==> src/rtl/serial_sub_pkg.sv <==
// Shared definitions for the bit-serial subtractor: FSM state encoding and the
// counter-width helper.
package serial_sub_pkg;

  typedef enum logic [1:0] {
    ST_IDLE  = 2'd0,
    ST_SHIFT = 2'd1,
    ST_DONE  = 2'd2
  } state_e;

  // Bits needed to count 0 .. value-1 (minimum 1).
  function automatic int unsigned clog2(input int unsigned value);
    int unsigned res = 1;
    int unsigned v   = value - 1;
    for (int unsigned i = 0; i < 32; i++) begin
      if ((v >> i) != 0) res = i + 1;
    end
    return res;
  endfunction

endpackage

==> src/rtl/serial_subtractor_if.sv <==
// Start/busy/valid handshake and operand/result bus of the serial subtractor.
interface serial_subtractor_if #(
  parameter int unsigned WIDTH = 4
) ();

  logic             i_w_start;
  logic [WIDTH-1:0] i_w_a;
  logic [WIDTH-1:0] i_w_b;
  logic             i_w_bin;
  logic             o_w_busy;
  logic             o_w_valid;
  logic [WIDTH-1:0] o_w_diff;
  logic             o_w_bout;

  modport master (
    output i_w_start, i_w_a, i_w_b, i_w_bin,
    input  o_w_busy, o_w_valid, o_w_diff, o_w_bout
  );

  modport slave (
    input  i_w_start, i_w_a, i_w_b, i_w_bin,
    output o_w_busy, o_w_valid, o_w_diff, o_w_bout
  );

endinterface

==> src/rtl/full_subtractor.sv <==
// One-bit full subtractor cell: d = a - b - bin, bout set on underflow.
module full_subtractor (
  input  logic a,
  input  logic b,
  input  logic bin,
  output logic d,
  output logic bout
);

  assign d    = a ^ b ^ bin;
  assign bout = (~a & b) | (~(a ^ b) & bin);

endmodule

==> src/rtl/serial_subtractor.sv <==
// Bit-serial unsigned subtractor, A - B - Bin, LSB first, one bit per clock.
// Optional SERIAL_SUB_SATURATE_EN clamps an underflowing result to zero.
module serial_subtractor
  import serial_sub_pkg::*;
#(
  parameter int unsigned WIDTH = 4
) (
  input  logic               i_w_clk,
  input  logic               i_w_rst_n,
  serial_subtractor_if.slave bus
);

  localparam int unsigned      CntW    = clog2(WIDTH);
  localparam logic [CntW-1:0]  CntLast = CntW'(WIDTH - 1);

  state_e           state_q;
  logic [CntW-1:0]  cnt_q;
  logic [WIDTH-1:0] a_q;
  logic [WIDTH-1:0] b_q;
  logic [WIDTH-2:0] part_q;
  logic             br_q;
  logic             busy_q;
  logic             valid_q;
  logic [WIDTH-1:0] diff_q;
  logic             bout_q;

  logic             cell_d;
  logic             cell_bout;
  logic [WIDTH-1:0] part_full;
  logic [WIDTH-1:0] diff_next;

  full_subtractor u_cell (
    .a    (a_q[0]),
    .b    (b_q[0]),
    .bin  (br_q),
    .d    (cell_d),
    .bout (cell_bout)
  );

  // Partial result with the current bit entering at the MSB.
  assign part_full = {cell_d, part_q};

`ifdef SERIAL_SUB_SATURATE_EN
  assign diff_next = cell_bout ? '0 : part_full;
`else
  assign diff_next = part_full;
`endif

  always_ff @(posedge i_w_clk or negedge i_w_rst_n) begin
    if (!i_w_rst_n) begin
      state_q <= ST_IDLE;
      cnt_q   <= '0;
      a_q     <= '0;
      b_q     <= '0;
      part_q  <= '0;
      br_q    <= 1'b0;
      busy_q  <= 1'b0;
      valid_q <= 1'b0;
      diff_q  <= '0;
      bout_q  <= 1'b0;
    end else begin
      unique case (state_q)
        ST_IDLE, ST_DONE: begin
          valid_q <= 1'b0;
          if (bus.i_w_start) begin
            state_q <= ST_SHIFT;
            busy_q  <= 1'b1;
            a_q     <= bus.i_w_a;
            b_q     <= bus.i_w_b;
            br_q    <= bus.i_w_bin;
            cnt_q   <= '0;
            part_q  <= '0;
          end else begin
            state_q <= ST_IDLE;
          end
        end
        ST_SHIFT: begin
          // Start is deliberately not looked at here.
          a_q    <= a_q >> 1;
          b_q    <= b_q >> 1;
          br_q   <= cell_bout;
          part_q <= (WIDTH-1)'(part_full >> 1);
          cnt_q  <= cnt_q + 1'b1;
          if (cnt_q == CntLast) begin
            state_q <= ST_DONE;
            busy_q  <= 1'b0;
            valid_q <= 1'b1;
            diff_q  <= diff_next;
            bout_q  <= cell_bout;
          end
        end
        default: begin
          state_q <= ST_IDLE;
          busy_q  <= 1'b0;
          valid_q <= 1'b0;
        end
      endcase
    end
  end

  assign bus.o_w_busy  = busy_q;
  assign bus.o_w_valid = valid_q;
  assign bus.o_w_diff  = diff_q;
  assign bus.o_w_bout  = bout_q;

endmodule

==> src/flat_wrapper.sv <==
// flat-port wrapper written by rule: the top's interface ports become plain ports
module serial_subtractor_flat import serial_sub_pkg::*;
#(
  parameter int unsigned WIDTH = 4
)
  (i_w_clk, i_w_rst_n, bus_i_w_start, bus_i_w_a, bus_i_w_b, bus_i_w_bin, bus_o_w_busy, bus_o_w_valid, bus_o_w_diff, bus_o_w_bout);
  serial_subtractor_if #(.WIDTH(WIDTH)) bus_i ();
  input  logic i_w_clk;
  input  logic i_w_rst_n;
  input wire logic [$bits(bus_i.i_w_start)-1:0] bus_i_w_start;
  input wire logic [$bits(bus_i.i_w_a)-1:0] bus_i_w_a;
  input wire logic [$bits(bus_i.i_w_b)-1:0] bus_i_w_b;
  input wire logic [$bits(bus_i.i_w_bin)-1:0] bus_i_w_bin;
  output wire logic [$bits(bus_i.o_w_busy)-1:0] bus_o_w_busy;
  output wire logic [$bits(bus_i.o_w_valid)-1:0] bus_o_w_valid;
  output wire logic [$bits(bus_i.o_w_diff)-1:0] bus_o_w_diff;
  output wire logic [$bits(bus_i.o_w_bout)-1:0] bus_o_w_bout;
  assign bus_i.i_w_start = bus_i_w_start;
  assign bus_i.i_w_a = bus_i_w_a;
  assign bus_i.i_w_b = bus_i_w_b;
  assign bus_i.i_w_bin = bus_i_w_bin;
  assign bus_o_w_busy = bus_i.o_w_busy;
  assign bus_o_w_valid = bus_i.o_w_valid;
  assign bus_o_w_diff = bus_i.o_w_diff;
  assign bus_o_w_bout = bus_i.o_w_bout;
  serial_subtractor #(.WIDTH(WIDTH)) u_core (.i_w_clk(i_w_clk), .i_w_rst_n(i_w_rst_n), .bus(bus_i));
endmodule
==> config.mk <==
export PLATFORM = sky130hd
export DESIGN_NAME = serial_subtractor_flat
export DESIGN_NICKNAME = d
export VERILOG_FILES = /design/src/rtl/serial_sub_pkg.sv /design/src/rtl/serial_subtractor_if.sv /design/src/rtl/full_subtractor.sv /design/src/rtl/serial_subtractor.sv /design/src/flat_wrapper.sv
export SDC_FILE = /design/constraint.sdc
export NUM_CORES = 1
export LEC_CHECK = 0
export ABC_AREA = 1
export ABC_CLOCK_PERIOD_IN_PS = 1100
export CORE_MARGIN = 3
export CORE_UTILIZATION = 46
export DETAILED_ROUTE_END_ITERATION = 16
export PLACE_DENSITY_LB_ADDON = 0.1
export SLEW_MARGIN = 25
export SYNTH_ARGS = -nofsm -noshare
export SYNTH_HDL_FRONTEND = slang
export SYNTH_SLANG_ARGS = --single-unit
==> constraint.sdc <==
create_clock -name i_w_clk -period 1.1 [get_ports i_w_clk]
set_input_delay 0.22 -clock i_w_clk [delete_from_list [all_inputs] [get_ports i_w_clk]]
set_output_delay 0.22 -clock i_w_clk [all_outputs]
set_load 0.02 [all_outputs]
* Word-level counts from Yosys, hierarchy flattened
Cells that the tools add are included. W data, S select, Z words.
Cells by class: add/subtract/negate cells 1, equality and inequality tests 5, multiplexer cells 18, bitwise logic cells 7, reduce and logical (&&, ||, !) cells 6
Operator list (count):
- $pmux W4 S2 | 2
- $mux W4 | 2
- $pmux W2 S2 | 2
- $mux W1 | 6
- $pmux W3 S2 | 1
- $reduce_and A2 Y1 | 3
- $eq A2 B2 Y1 const B | 2
- $mux W2 | 2
- $pmux W1 S2 | 2
- $mux W3 | 1
- $add A2 B1 Y2 const B | 1
- $and A1 B1 Y1 | 2
- $eq A2 B1 Y1 const B | 1
- $logic_not A2 Y1 | 1
- $ne A2 B1 Y1 const B | 1
- $ne A2 B2 Y1 const B | 1
- $not A1 Y1 | 2
- $reduce_bool A2 Y1 | 1
- $reduce_or A2 Y1 | 1
- $xor A1 B1 Y1 | 2
- $or A1 B1 Y1 | 1
Word-level totals: bits in registers 23, input bits 12, output and inout port bits 7, logic and storage cells 47

* Logic depth before layout (Yosys ltp)
word-level depth 5, gate-level depth with buffers 7, depth with buffers taken out 7

* Hierarchy
From an unflattened synthesis, not the netlist that was laid out.
Unflattened totals: cells, all modules 121, area, all modules 1096.1 um2
Modules (own cells, without submodules):
- serial_subtractor | instances 1, cells an instance 117, area an instance 1064.8 um2, seq. area each 550.5 um2
- full_subtractor | instances 1, cells an instance 4, area an instance 31.3 um2, seq. area each 0.0 um2

* Least setup slack after synthesis
Ideal clock, no wire load.
path kind reg-to-reg, start point register u_core.a_q[0], end point register u_core.part_q[2], setup time 76 ps, arrival time 1053 ps, data required time 1024 ps, setup slack -29 ps, cell stages (with the launch flop) 4, path buffers 0, period minus slack after synthesis 1129 ps, cells stage by stage dfrtp_1 > fa_1 > nand2_1 > o21ai_1
Between the ends: word-level cells in the longest chain between the ends 3
RTL lines:
- from (decl) | line serial_subtractor.sv:18 | logic [WIDTH-1:0] a_q;
- from (signal assigned) | line serial_subtractor.sv:68 | a_q <= bus.i_w_a;
- from (signal assigned) | line serial_subtractor.sv:79 | a_q <= a_q >> 1;
- $xor A1 B1 Y1 (2 in series) | line full_subtractor.sv:10 | assign d = a ^ b ^ bin;
- named net u_core.cell_d | line serial_subtractor.sv:27 | logic cell_d;
- $pmux W3 S2 | line serial_subtractor.sv:62 | unique case (state_q)
- to (signal assigned) | line serial_subtractor.sv:82 | part_q <= (WIDTH-1)'(part_full >> 1);
- to (decl) | line serial_subtractor.sv:20 | logic [WIDTH-2:0] part_q;
The timed path passes the listed nets, and every way through them passes these cells. A chain may end at the register's enable or synchronous reset.

* Worst setup path after layout
start point register u_core.br_q, end point register u_core.part_q[2]
Between the ends: word-level cells in the longest chain between the ends 2
RTL lines:
- from (decl) | line serial_subtractor.sv:21 | logic br_q;
- from (signal assigned) | line serial_subtractor.sv:70 | br_q <= bus.i_w_bin;
- from (signal assigned) | line serial_subtractor.sv:81 | br_q <= cell_bout;
- $xor A1 B1 Y1 | line full_subtractor.sv:10
- named net u_core.cell_d | line serial_subtractor.sv:27
- $pmux W3 S2 | line serial_subtractor.sv:62
The timed path passes the listed nets, and every way through them passes these cells.

==> flow_metrics.tcl <==
set metrics [dict create \
    status "complete, but fails checks" \
    violations "setup timing" \
    start_kind "flip-flop" \
    fin_util_pct 69.71 \
    peakVddDrop_v 0.002193 \
    crit_type "reg2reg" \
    tightest_slew_ns 0.2034 \
    final_cell_mix "nand2_1 (35), dfrtp_1 (23), inv_1 (18)" \
    r2r-end "u_core.part_q[2]" \
    rsz0062_at_grt "yes" \
    grt_max_degree 24 \
    grt_usage_pct 16.28 \
    syn_inst 123 \
    top_layer "met4" \
    max_stage_delay_ns 0.58 \
    synthesis.nets 137 \
    start_util_pct 49.81 \
    yosysSeqAreaShare_pct 50.77 \
    ant_nets 0 \
    ys_ff_latch 23 \
    finalCriticalPeriod_ns 1.214 \
    die_area_sq_um 3096 \
    ys_warn_count 0 \
    path_clk_slew_ns 0.13 \
    p_seq_share_pct 30.0 \
    synth_cell_types 20 \
    wire_per_inst_microns 11.82 \
    antenna_found_initial 0 \
    dpl-instance-area_sq_um 1461 \
    clock-root-buffer "clkbuf_4" \
    crit_path_start "u_core.br_q" \
    crit_fanout 2 \
    routed_wl_microns 2246 \
    power.internal_mw 2.907 \
    drive_gt1_share_pct 37.65 \
    vias 890 \
    final_common_cell "nand2_1" \
    slowest_stage "fa_2" \
    die_h_microns 55.64 \
    reg2reg_depth 4 \
    via_per_inst 4.684 \
    drtIter0Drc 13 \
    setup_ws_ns -0.1140 \
    end_kind "flip-flop" \
    maxCapViolations 0 \
    chipWidth_microns 55.64 \
    worst_clock_skew_ns 0.008161 \
    power_mw 5.000 \
    ff2ff_setup_slack_ns -0.11 \
    cts_tree "done" \
    numCtsBuffers 3 \
    avgSynthCellArea_sq_um 9.216 \
    drc 0 \
    cp_cell_sequence "inv_2 -> fa_2 -> nand2_1 -> o21ai_1" \
    final_area_sq_um 1587 \
    areaGrowthSynthToFinish_pct 39.96 \
    dpl.hpwl_microns 1591 \
    leakagePower_nw 0.8256 \
    critPathCapture "u_core.part_q[2]" \
    numClockSinks 23 \
    hold_class "in2async" \
    overflow 0 \
    post-route-period-util_pct 110.4 \
    row_count 17 \
    met1_length_microns 1008 \
    netlist_area_sq_um 1134 \
    grt_pass1_wl_microns 4022 \
    pre_cts_slack_ns -0.1428 \
    slew_violations 0 \
    pwr-share-clk_pct 8.0 \
    gp_congestion 0.8008 \
    power_frac_comb_pct 62.0 \
    power_density_nw_per_um2 3152 \
    clock_path_buffers 2 \
    antenna_cells 0 \
    r2r_start "u_core.br_q" \
    netSwitchingFraction_pct 41.86 \
    cts-hold-fix-buffers 0 \
    clk_latency_ns 0.31 \
    max-slew-margin-rel_pct 86.41 \
    coreArea_sq_um 2276 \
    htree_levels 1 \
    dr.pass1.iters 4 \
    setup_violations 4 \
    io_buffers 18 \
    p_switching_mw 2.093 \
    max_freq_ghz 0.8238 \
    cp.arrival_ns 1.46 \
    layout.nets 177 \
    wl_met3_microns 107 \
    required_ns 1.34 \
    hold_viol 0 \
    grt_pass1_vias 889 \
    ioPinCount 19 \
    dr_wl_met2_microns 1120 \
]
==> power by group through the flow <==
stage / clock network, mW / logic [mW] / registers (mW)
after floorplan: 0 / 1.58 / 1.59
after global placement: 0 / 2.64 / 1.48
after detailed placement: 0 / 2.68 / 1.49
after CTS: 0.414 / 2.66 / 1.47
after global routing: 0.448 / 3.44 / 1.55
final: 0.399 / 3.10 / 1.50
==> final cells by class <==
cell class | instances | area, sq um
Clock buffer | 4 | 26.28
Fill cell | 177 | 689.4
Inverter | 24 | 100.1
Multi-Input combinational cell | 75 | 473.0
Sequential cell | 23 | 575.6
Tap cell | 28 | 35.03
Timing Repair Buffer | 36 | 376.6
==> per-stage QoR <==
stage               TNS [ns]  hold WS (ns)  std cells
floorplan           -0.01288      -0.07559        123
global placement      -1.648        0.4564        180
detailed placement    -2.033        0.4677        180
CTS                  -0.2214        0.2356        185
global route         -0.7608        0.2499        190
finish               -0.2457        0.2443        190
==> state kept, by name, summed over array words and instances, names as in the netlist <==
register and cells:
u_core.b_q 4, u_core.bus.o_w_valid 1, u_core.bus.o_w_busy 1, u_core.bus.o_w_bout 1, u_core.state_q 2, u_core.a_q 4, u_core.bus.o_w_diff 4, u_core.cnt_q 2
u_core.br_q 1, u_core.part_q 3
==> synth_stat cells, drive strengths merged <==
library cell	count	area share [%]
clkinv	1	0.77
buf	2	2.0
a21oi	1	0.77
nand3	13	8.4
inv	23	7.8
o21ai	11	7.2
nand2	43	17
dfrtp	23	51
ha	1	1.1
fa	1	1.8
nor2	4	2.0
==> logic make-up after synthesis <==
family                   after synthesis  share of synthesized area, %
AO/OA/AOI/OAI                         12                         7.947
adder cells (fa/ha/maj)                2                         2.870
buffers and inverters                 26                         10.60
flip-flops                            23                         50.77
AND/OR/NAND/NOR                       60                         27.81
==> per-layer routing <==
metal,up-vias,GRT usage (%)
li1,457,-
met1,409,21.02
met2,22,26.86
met3,2,4.640
met4,0,4.167
met5,-,0
==> what timing repair did <==
| action | 4_1_cts | 5_1_grt |
|---|---|---|
| pin swaps | 1 | 3 |
| resized for setup | 31 | 26 |
| setup buffers | 1 | 4 |
| gates cloned | 0 | 1 |
| endpoints found under the setup margin | 12 | 24 |
==> worst min-delay path by stage <==
stage,depth (start not counted),startpoint,to,slack (ns)
4_1_cts,2,i_w_rst_n,u_core.bus.o_w_busy,0.24
3_3_place_gp,2,u_core.bus.o_w_busy,u_core.bus.o_w_busy,0.46
3_5_place_dp,2,u_core.cnt_q[1],u_core.cnt_q[1],0.47
6_report,2,i_w_rst_n,u_core.bus.o_w_busy,0.24
5_1_grt,2,i_w_rst_n,u_core.bus.o_w_busy,0.25
2_1_floorplan,0,i_w_rst_n,u_core.a_q[0],-0.08
==> worst max-delay path, delay by kind of cell, from the launching register on <==
kind                       cells  cell delay [ns]
AOI/OAI and AO/OA              1             0.07
adders and majority gates      1             0.58
buffers and inverters          1             0.05
DFF                            1             0.39
and+or+nand+nor                1             0.05
No activity file was read; power rests on OpenSTA's default activity.
